## config.mk

```make
export PLATFORM = sky130hd
export DESIGN_NAME = alu_multicycle
export DESIGN_NICKNAME = d
export VERILOG_FILES = /design/src/rtl/alu_pkg.sv /design/src/rtl/alu_addsub.sv /design/src/rtl/alu_multicycle.sv
export SDC_FILE = /design/constraint.sdc
export NUM_CORES = 1
export LEC_CHECK = 0
export ABC_CLOCK_PERIOD_IN_PS = 17900
export CELL_PAD_IN_SITES_DETAIL_PLACEMENT = 1
export CELL_PAD_IN_SITES_GLOBAL_PLACEMENT = 2
export CORE_MARGIN = 10
export CORE_UTILIZATION = 33
export CTS_CLUSTER_DIAMETER = 200
export DETAILED_ROUTE_END_ITERATION = 16
export GPL_TIMING_DRIVEN = 1
export PLACE_DENSITY = 0.95
export SLEW_MARGIN = 20
export SYNTH_ARGS = -nofsm -noshare
export SYNTH_HDL_FRONTEND = slang
export SYNTH_HIERARCHICAL = 1
export SYNTH_SLANG_ARGS = --single-unit
```

## constraint.sdc

```tcl
create_clock -name clk -period 17.9 [get_ports clk]
set_clock_uncertainty 0.1 [all_clocks]
set_input_delay 5.37 -clock clk [delete_from_list [all_inputs] [get_ports clk]]
set_output_delay 5.37 -clock clk [all_outputs]
set_load 0.01 [all_outputs]
```

## src/rtl/alu_pkg.sv

```systemverilog
// Shared encodings for the multi-cycle ALU.
// Opcodes, FSM states and the registered flag bundle.
package alu_pkg;

  localparam logic [2:0] OP_ADD = 3'b000;
  localparam logic [2:0] OP_SUB = 3'b001;
  localparam logic [2:0] OP_XOR = 3'b010;
  localparam logic [2:0] OP_SLT = 3'b011;
  localparam logic [2:0] OP_AND = 3'b100;
  localparam logic [2:0] OP_OR  = 3'b101;
  localparam logic [2:0] OP_MUL = 3'b110;
  localparam logic [2:0] OP_ILL = 3'b111;

  localparam logic [1:0] ST_IDLE = 2'd0;
  localparam logic [1:0] ST_BUSY = 2'd1;
  localparam logic [1:0] ST_DONE = 2'd2;

  typedef struct packed {
    logic cout;
    logic overflow;
    logic illegal;
  } alu_flags_t;

endpackage

```

## src/rtl/alu_addsub.sv

```systemverilog
// WIDTH-bit adder/subtractor: a+b or a+~b+1.
// Reports MSB carry-out and signed overflow.
module alu_addsub
  import alu_pkg::*;
#(
  parameter int WIDTH = 32
) (
  input  logic [WIDTH-1:0] a,
  input  logic [WIDTH-1:0] b,
  input  logic             sub,
  output logic [WIDTH-1:0] sum,
  output logic             cout,
  output logic             overflow
);

  logic [WIDTH-1:0] b_eff;
  logic [WIDTH:0]   full;

  // Invert b and inject carry-in for subtraction;
  // overflow when effective operand signs agree
  // but the result sign differs from a.
  always_comb begin
    b_eff    = sub ? ~b : b;
    full     = {1'b0, a} + {1'b0, b_eff}
             + {{WIDTH{1'b0}}, sub};
    sum      = full[WIDTH-1:0];
    cout     = full[WIDTH];
    overflow = (a[WIDTH-1] == b_eff[WIDTH-1])
            && (sum[WIDTH-1] != a[WIDTH-1]);
  end

endmodule

```

## src/rtl/alu_multicycle.sv

```systemverilog
// Multi-cycle ALU: one-step logic ops, shift-add mul.
// Multiplier built only when ALU_MUL_EN is defined.
module alu_multicycle
  import alu_pkg::*;
#(
  parameter int WIDTH = 32
) (
  input  logic             clk,
  input  logic             reset,
  input  logic             in_valid,
  output logic             in_ready,
  input  logic [WIDTH-1:0] a,
  input  logic [WIDTH-1:0] b,
  input  logic [2:0]       op,
  output logic             out_valid,
  input  logic             out_ready,
  output logic [WIDTH-1:0] out,
  output logic             cout,
  output logic             overflow,
  output logic             zero,
  output logic             illegal
);

  logic [1:0]       state_q, state_d;
  logic [WIDTH-1:0] out_q, out_d;
  alu_flags_t       flags_q, flags_d;
  logic             zero_q, zero_d;

  logic             as_sub;
  logic [WIDTH-1:0] as_sum;
  logic             as_cout;
  logic             as_ovf;

  logic [WIDTH-1:0] res_out;
  alu_flags_t       res_f;
  logic             mul_sel;

`ifdef ALU_MUL_EN
  localparam int CNT_W = $clog2(WIDTH);
  localparam logic [CNT_W-1:0] CNT_LAST =
    CNT_W'(WIDTH - 1);

  logic [WIDTH-1:0]   mcand_q, mcand_d;
  logic [2*WIDTH-1:0] prod_q, prod_d;
  logic [CNT_W-1:0]   cnt_q, cnt_d;
  logic [WIDTH:0]     mul_hi;
  logic [2*WIDTH-1:0] prod_step;
`endif

  assign as_sub = (op != OP_ADD);

  alu_addsub #(.WIDTH(WIDTH)) u_addsub (
    .a        (a),
    .b        (b),
    .sub      (as_sub),
    .sum      (as_sum),
    .cout     (as_cout),
    .overflow (as_ovf)
  );

  // Single-step result for the op on the inputs.
  always_comb begin
    res_out = '0;
    res_f   = '0;
    mul_sel = 1'b0;
    case (op)
      OP_ADD, OP_SUB: begin
        res_out        = as_sum;
        res_f.cout     = as_cout;
        res_f.overflow = as_ovf;
      end
      OP_XOR: res_out = a ^ b;
      OP_SLT: res_out =
        WIDTH'(as_sum[WIDTH-1] ^ as_ovf);
      OP_AND: res_out = a & b;
      OP_OR:  res_out = a | b;
`ifdef ALU_MUL_EN
      OP_MUL: mul_sel = 1'b1;
`endif
      default: res_f.illegal = 1'b1;
    endcase
  end

`ifdef ALU_MUL_EN
  // One shift-add step: add multiplicand into the
  // upper half when the low bit is set, shift right.
  always_comb begin
    mul_hi = {1'b0, prod_q[2*WIDTH-1:WIDTH]}
           + (prod_q[0] ? {1'b0, mcand_q}
                        : {(WIDTH+1){1'b0}});
    prod_step = {mul_hi, prod_q[WIDTH-1:1]};
  end
`else
  logic unused_mul;
  assign unused_mul = mul_sel;
`endif

  // FSM next-state and result capture.
  always_comb begin
    state_d = state_q;
    out_d   = out_q;
    flags_d = flags_q;
    zero_d  = zero_q;
`ifdef ALU_MUL_EN
    mcand_d = mcand_q;
    prod_d  = prod_q;
    cnt_d   = cnt_q;
`endif
    case (state_q)
      ST_IDLE: begin
        if (in_valid) begin
`ifdef ALU_MUL_EN
          if (mul_sel) begin
            state_d = ST_BUSY;
            mcand_d = a;
            prod_d  = {{WIDTH{1'b0}}, b};
            cnt_d   = '0;
          end else
`endif
          begin
            state_d = ST_DONE;
            out_d   = res_out;
            flags_d = res_f;
            zero_d  = (res_out == '0);
          end
        end
      end
`ifdef ALU_MUL_EN
      ST_BUSY: begin
        prod_d = prod_step;
        cnt_d  = cnt_q + CNT_W'(1);
        if (cnt_q == CNT_LAST) begin
          state_d          = ST_DONE;
          out_d            = prod_step[WIDTH-1:0];
          flags_d          = '0;
          flags_d.overflow =
            |prod_step[2*WIDTH-1:WIDTH];
          zero_d = (prod_step[WIDTH-1:0] == '0);
        end
      end
`endif
      ST_DONE: begin
        if (out_ready) state_d = ST_IDLE;
      end
      default: state_d = ST_IDLE;
    endcase
  end

  // State registers with synchronous reset.
  always_ff @(posedge clk) begin
    if (reset) begin
      state_q <= ST_IDLE;
      out_q   <= '0;
      flags_q <= '0;
      zero_q  <= 1'b0;
`ifdef ALU_MUL_EN
      mcand_q <= '0;
      prod_q  <= '0;
      cnt_q   <= '0;
`endif
    end else begin
      state_q <= state_d;
      out_q   <= out_d;
      flags_q <= flags_d;
      zero_q  <= zero_d;
`ifdef ALU_MUL_EN
      mcand_q <= mcand_d;
      prod_q  <= prod_d;
      cnt_q   <= cnt_d;
`endif
    end
  end

  assign in_ready  = (state_q == ST_IDLE);
  assign out_valid = (state_q == ST_DONE);
  assign out       = out_q;
  assign cout      = flags_q.cout;
  assign overflow  = flags_q.overflow;
  assign illegal   = flags_q.illegal;
  assign zero      = zero_q;

endmodule

```

==> impl_results.md <==
* Post-CTS Resized at 0
* Post-synthesis register bit count at 37
* Setup tns final at 0 ps
* CP endpoint kind: flip-flop
* Net Count, Synth at 926
* Flop2flop setup slack at 15630 ps
* Antenna violations before repair at 0
* Status: finished clean
* CP Launch Type: input pin
* Port bufs at between 100 and 150
* Placer Congestion at 0.958
* Final Core Density at 0.418
* Count of cell types in the netlist at 69
* Post-CTS Setup Repair Bufs at 0
* Final Max Slew Viols at 0
* Crit. Startpoint: op[1]
* Asr flop ratio synth at 0
* Die area at 22500 um2
* Cell accounting for the most synthesized area: ha_1
* Worst r2r src: state_q[1]$_SDFFE_PP0P_
* Sw Share at 0.409
* Remaining DRCs at 0
* Die height at 150 um
* Hpwl dp at 17000 um
* Die X-Extent at 150 um
* Post-synthesis sequential area ratio at 0.133
* Power per cell area at 58.4 nW/um2
* Gr ovfl total at 0
* Initial core utilization at 0.337
* Peak supply drop at 0.0339 mV
* Clk sink count at 37
* Cell count of the worst reg-to-reg path at 6
* Post-synth top cells: ha_1 (95), inv_1 (83), nor2_1 (74), a21oi_1 (64), nand2_1 (57)
* Clock period minus worst slack at 10790 ps
* Clk root buf: clkbuf_16
* Post-layout nets at approximately 1.0k
* Fillers at 2102
* Hold Path Cell Cnt at 2
* Period utilization at 0.603
* Placed instance area at 6780 um2
* Hold Buf Count CTS at 0
* Clk Latency, worst-skew pair at 280 ps
* Critical path class: in2reg
* Reg2Reg Capture Point: zero$_SDFFE_PP0P_
* Clk pin slew, worst setup/hold paths at 50 ps
* Final hold vios at 0
* Number of CTS-inserted buffers at 5
* Pin count of the biggest net entering global routing at 65
* Post-synth top area share at 0.213
* Relative slew slack at 0.308
* Layout cells sized above 1 at 0.0429
* DP Cell Count at 1052
* Max frequency at 0.0927 GHz
* Combinational group share of total power at 0.557
* Core area at 16600 um2
* Routed wire length at 20800 um
* Worst Path Max Fanout at 35
* Worst Setup EP: zero$_SDFFE_PP0P_
* Cell Rows at 47
* Most frequent cell after synthesis: ha_1
* Num ports at between 100 and 150
* Final number of setup-violating endpoints at 0
* Flop pwr share at 0.231
* Synth warn at 6
* Post-Layout Cell Count at ~1.1k
* Predominant post-synthesis flop cell: dfxtp_1
* First-pass GRT wire length at 32200 um
* Number of flops mapped to enable cells by yosys at 0
* Via count at 5770
* Area contributors post-synth: ha_1 (21%), dfxtp_1 (13%), xor2_1 (6.1%), a21oi_1 (5.7%), inv_1 (5.6%)
* Internal at 0.239 mW
* Clock H-tree levels at 2
* Synthesized instance count at 759
* CTS tree: yes
* Switching power total at 0.165 mW
* Tightest Pin Transition at 1030 ps
* Total track usage at 0.178
* Leakage power at just over 3 nW
* DR pass1 iterations at 5
* Post-route antenna net violation count at 0
* Synthesized area per cell at about 7.4 um2
* Final Cell Area at 6930 um2
* CP arrival at 10920 ps
* Total of max-cap violations at 0
* Wire per inst at 19.7 um
* Post-Syn Area at 5580 um2
* Req. time, crit path at 18030 ps
* Via-per-instance ratio at roughly 5.4
* RSZ-0062 raised after global routing: false
* Min-Delay Path Class: reg2reg
* CTS max path bufs at 2
* Vias in the first global route at 5915
* Number of diodes at 0
* Clock power share at 0.212
* Initial DRC count at 326
* Area growth syn-to-layout at 24.1%
==> cell usage in the layout, fill, tap and decap left out, drive strengths merged, types with 8 or more instances in the layout <==
cell	netlist	layout
a211oi	18	18
a21o	9	9
a21oi	64	64
a221oi	8	8
buf	24	8
clkdlybuf4s50	0	106
dfxtp	37	37
ha	95	95
inv	84	84
mux2i	14	14
nand2	57	57
nand2b	14	14
nand3	20	20
nor2	74	74
nor2b	9	9
nor3	18	18
o211ai	18	18
o21ai	43	43
xnor2	20	20
xor2	39	39
==> registers in the layout, summed over array words and instances, names as in the netlist <==
signal / count
out: 32
cout: 1
illegal: 1
overflow: 1
state_q: 1
zero: 1
==> metal layers <==
metal | up-vias | routed length, um | GRT usage
met5 | - | 0 | 0
met4 | 0 | 522 | 0.0617
met3 | 34 | 1090 | 0.0160
met2 | 169 | 9530 | 0.295
met1 | 2767 | 9700 | 0.236
li1 | 2800 | - | -
==> cell type report <==
| cell class | instances | area [um2] | area share |
|---|---|---|---|
| Sequential cell | 37 | 741 | 0.107 |
| Multi-Input combinational cell | 597 | 4340 | 0.626 |
| Clock buffer | 7 | 143 | 0.0206 |
| Tap cell | 220 | 275 | 0.0397 |
| Inverter | 84 | 315 | 0.0455 |
| Timing Repair Buffer | 114 | 1120 | 0.161 |
==> power groups by stage <==
stage / clock network [mW] / logic, mW / registers [mW]
floorplan: 0 / 0.136 / 0.0973
global placement: 0 / 0.219 / 0.0945
detailed placement: 0 / 0.222 / 0.0950
CTS: 0.0870 / 0.223 / 0.0933
global route: 0.0905 / 0.246 / 0.0940
finish: 0.0858 / 0.225 / 0.0933
==> worst min path at each step <==
stage / from / endpoint / slack (ps)
floorplan: out[23]$_SDFFE_PP0P_ / out[23]$_SDFFE_PP0P_ / 380
global placement: illegal$_SDFFE_PP0P_ / illegal$_SDFFE_PP0P_ / 340
detailed placement: cout$_SDFFE_PP0P_ / cout$_SDFFE_PP0P_ / 350
CTS: cout$_SDFFE_PP0P_ / cout$_SDFFE_PP0P_ / 360
global route: cout$_SDFFE_PP0P_ / cout$_SDFFE_PP0P_ / 370
finish: cout$_SDFFE_PP0P_ / cout$_SDFFE_PP0P_ / 360
==> cells by family (layout without fill, tap and decap cells) <==
family                   after synthesis  count (layout)  synth area share
AND/OR/NAND/NOR                      223             223             0.190
XOR/XNOR                              59              59            0.0926
multiplexers                          16              16            0.0291
buffers and inverters                125             205            0.0933
AO/OA/AOI/OAI                        203             203             0.245
flip-flops                            37              37             0.133
adder cells (fa/ha/maj)               96              96             0.217
==> worst max-delay path, stage by stage <==
cell and delay [ps]:
clkdlybuf4s50_1 400, buf_4 250, inv_1 450, nand2_2 730
xor2_1 380, ha_1 430, a21oi_1 190, o21ai_0 90
a21oi_1 310, a21oi_1 150, o21ai_1 230, a21oi_1 150
o22ai_2 260, mux2_1 380, xnor2_1 170, nor3_1 80
nor4_2 320, and4_1 240, and3_1 160, a31o_1 130
==> metrics by stage <==
stage	setup WS, ps	power [mW]	hold WS (ps)
CTS	7140	0.404	356
global placement	7010	0.313	340
finish	7110	0.405	358
global route	6620	0.431	369
detailed placement	6860	0.317	349
floorplan	8340	0.234	376
No activity file was read; power rests on OpenSTA's default activity.
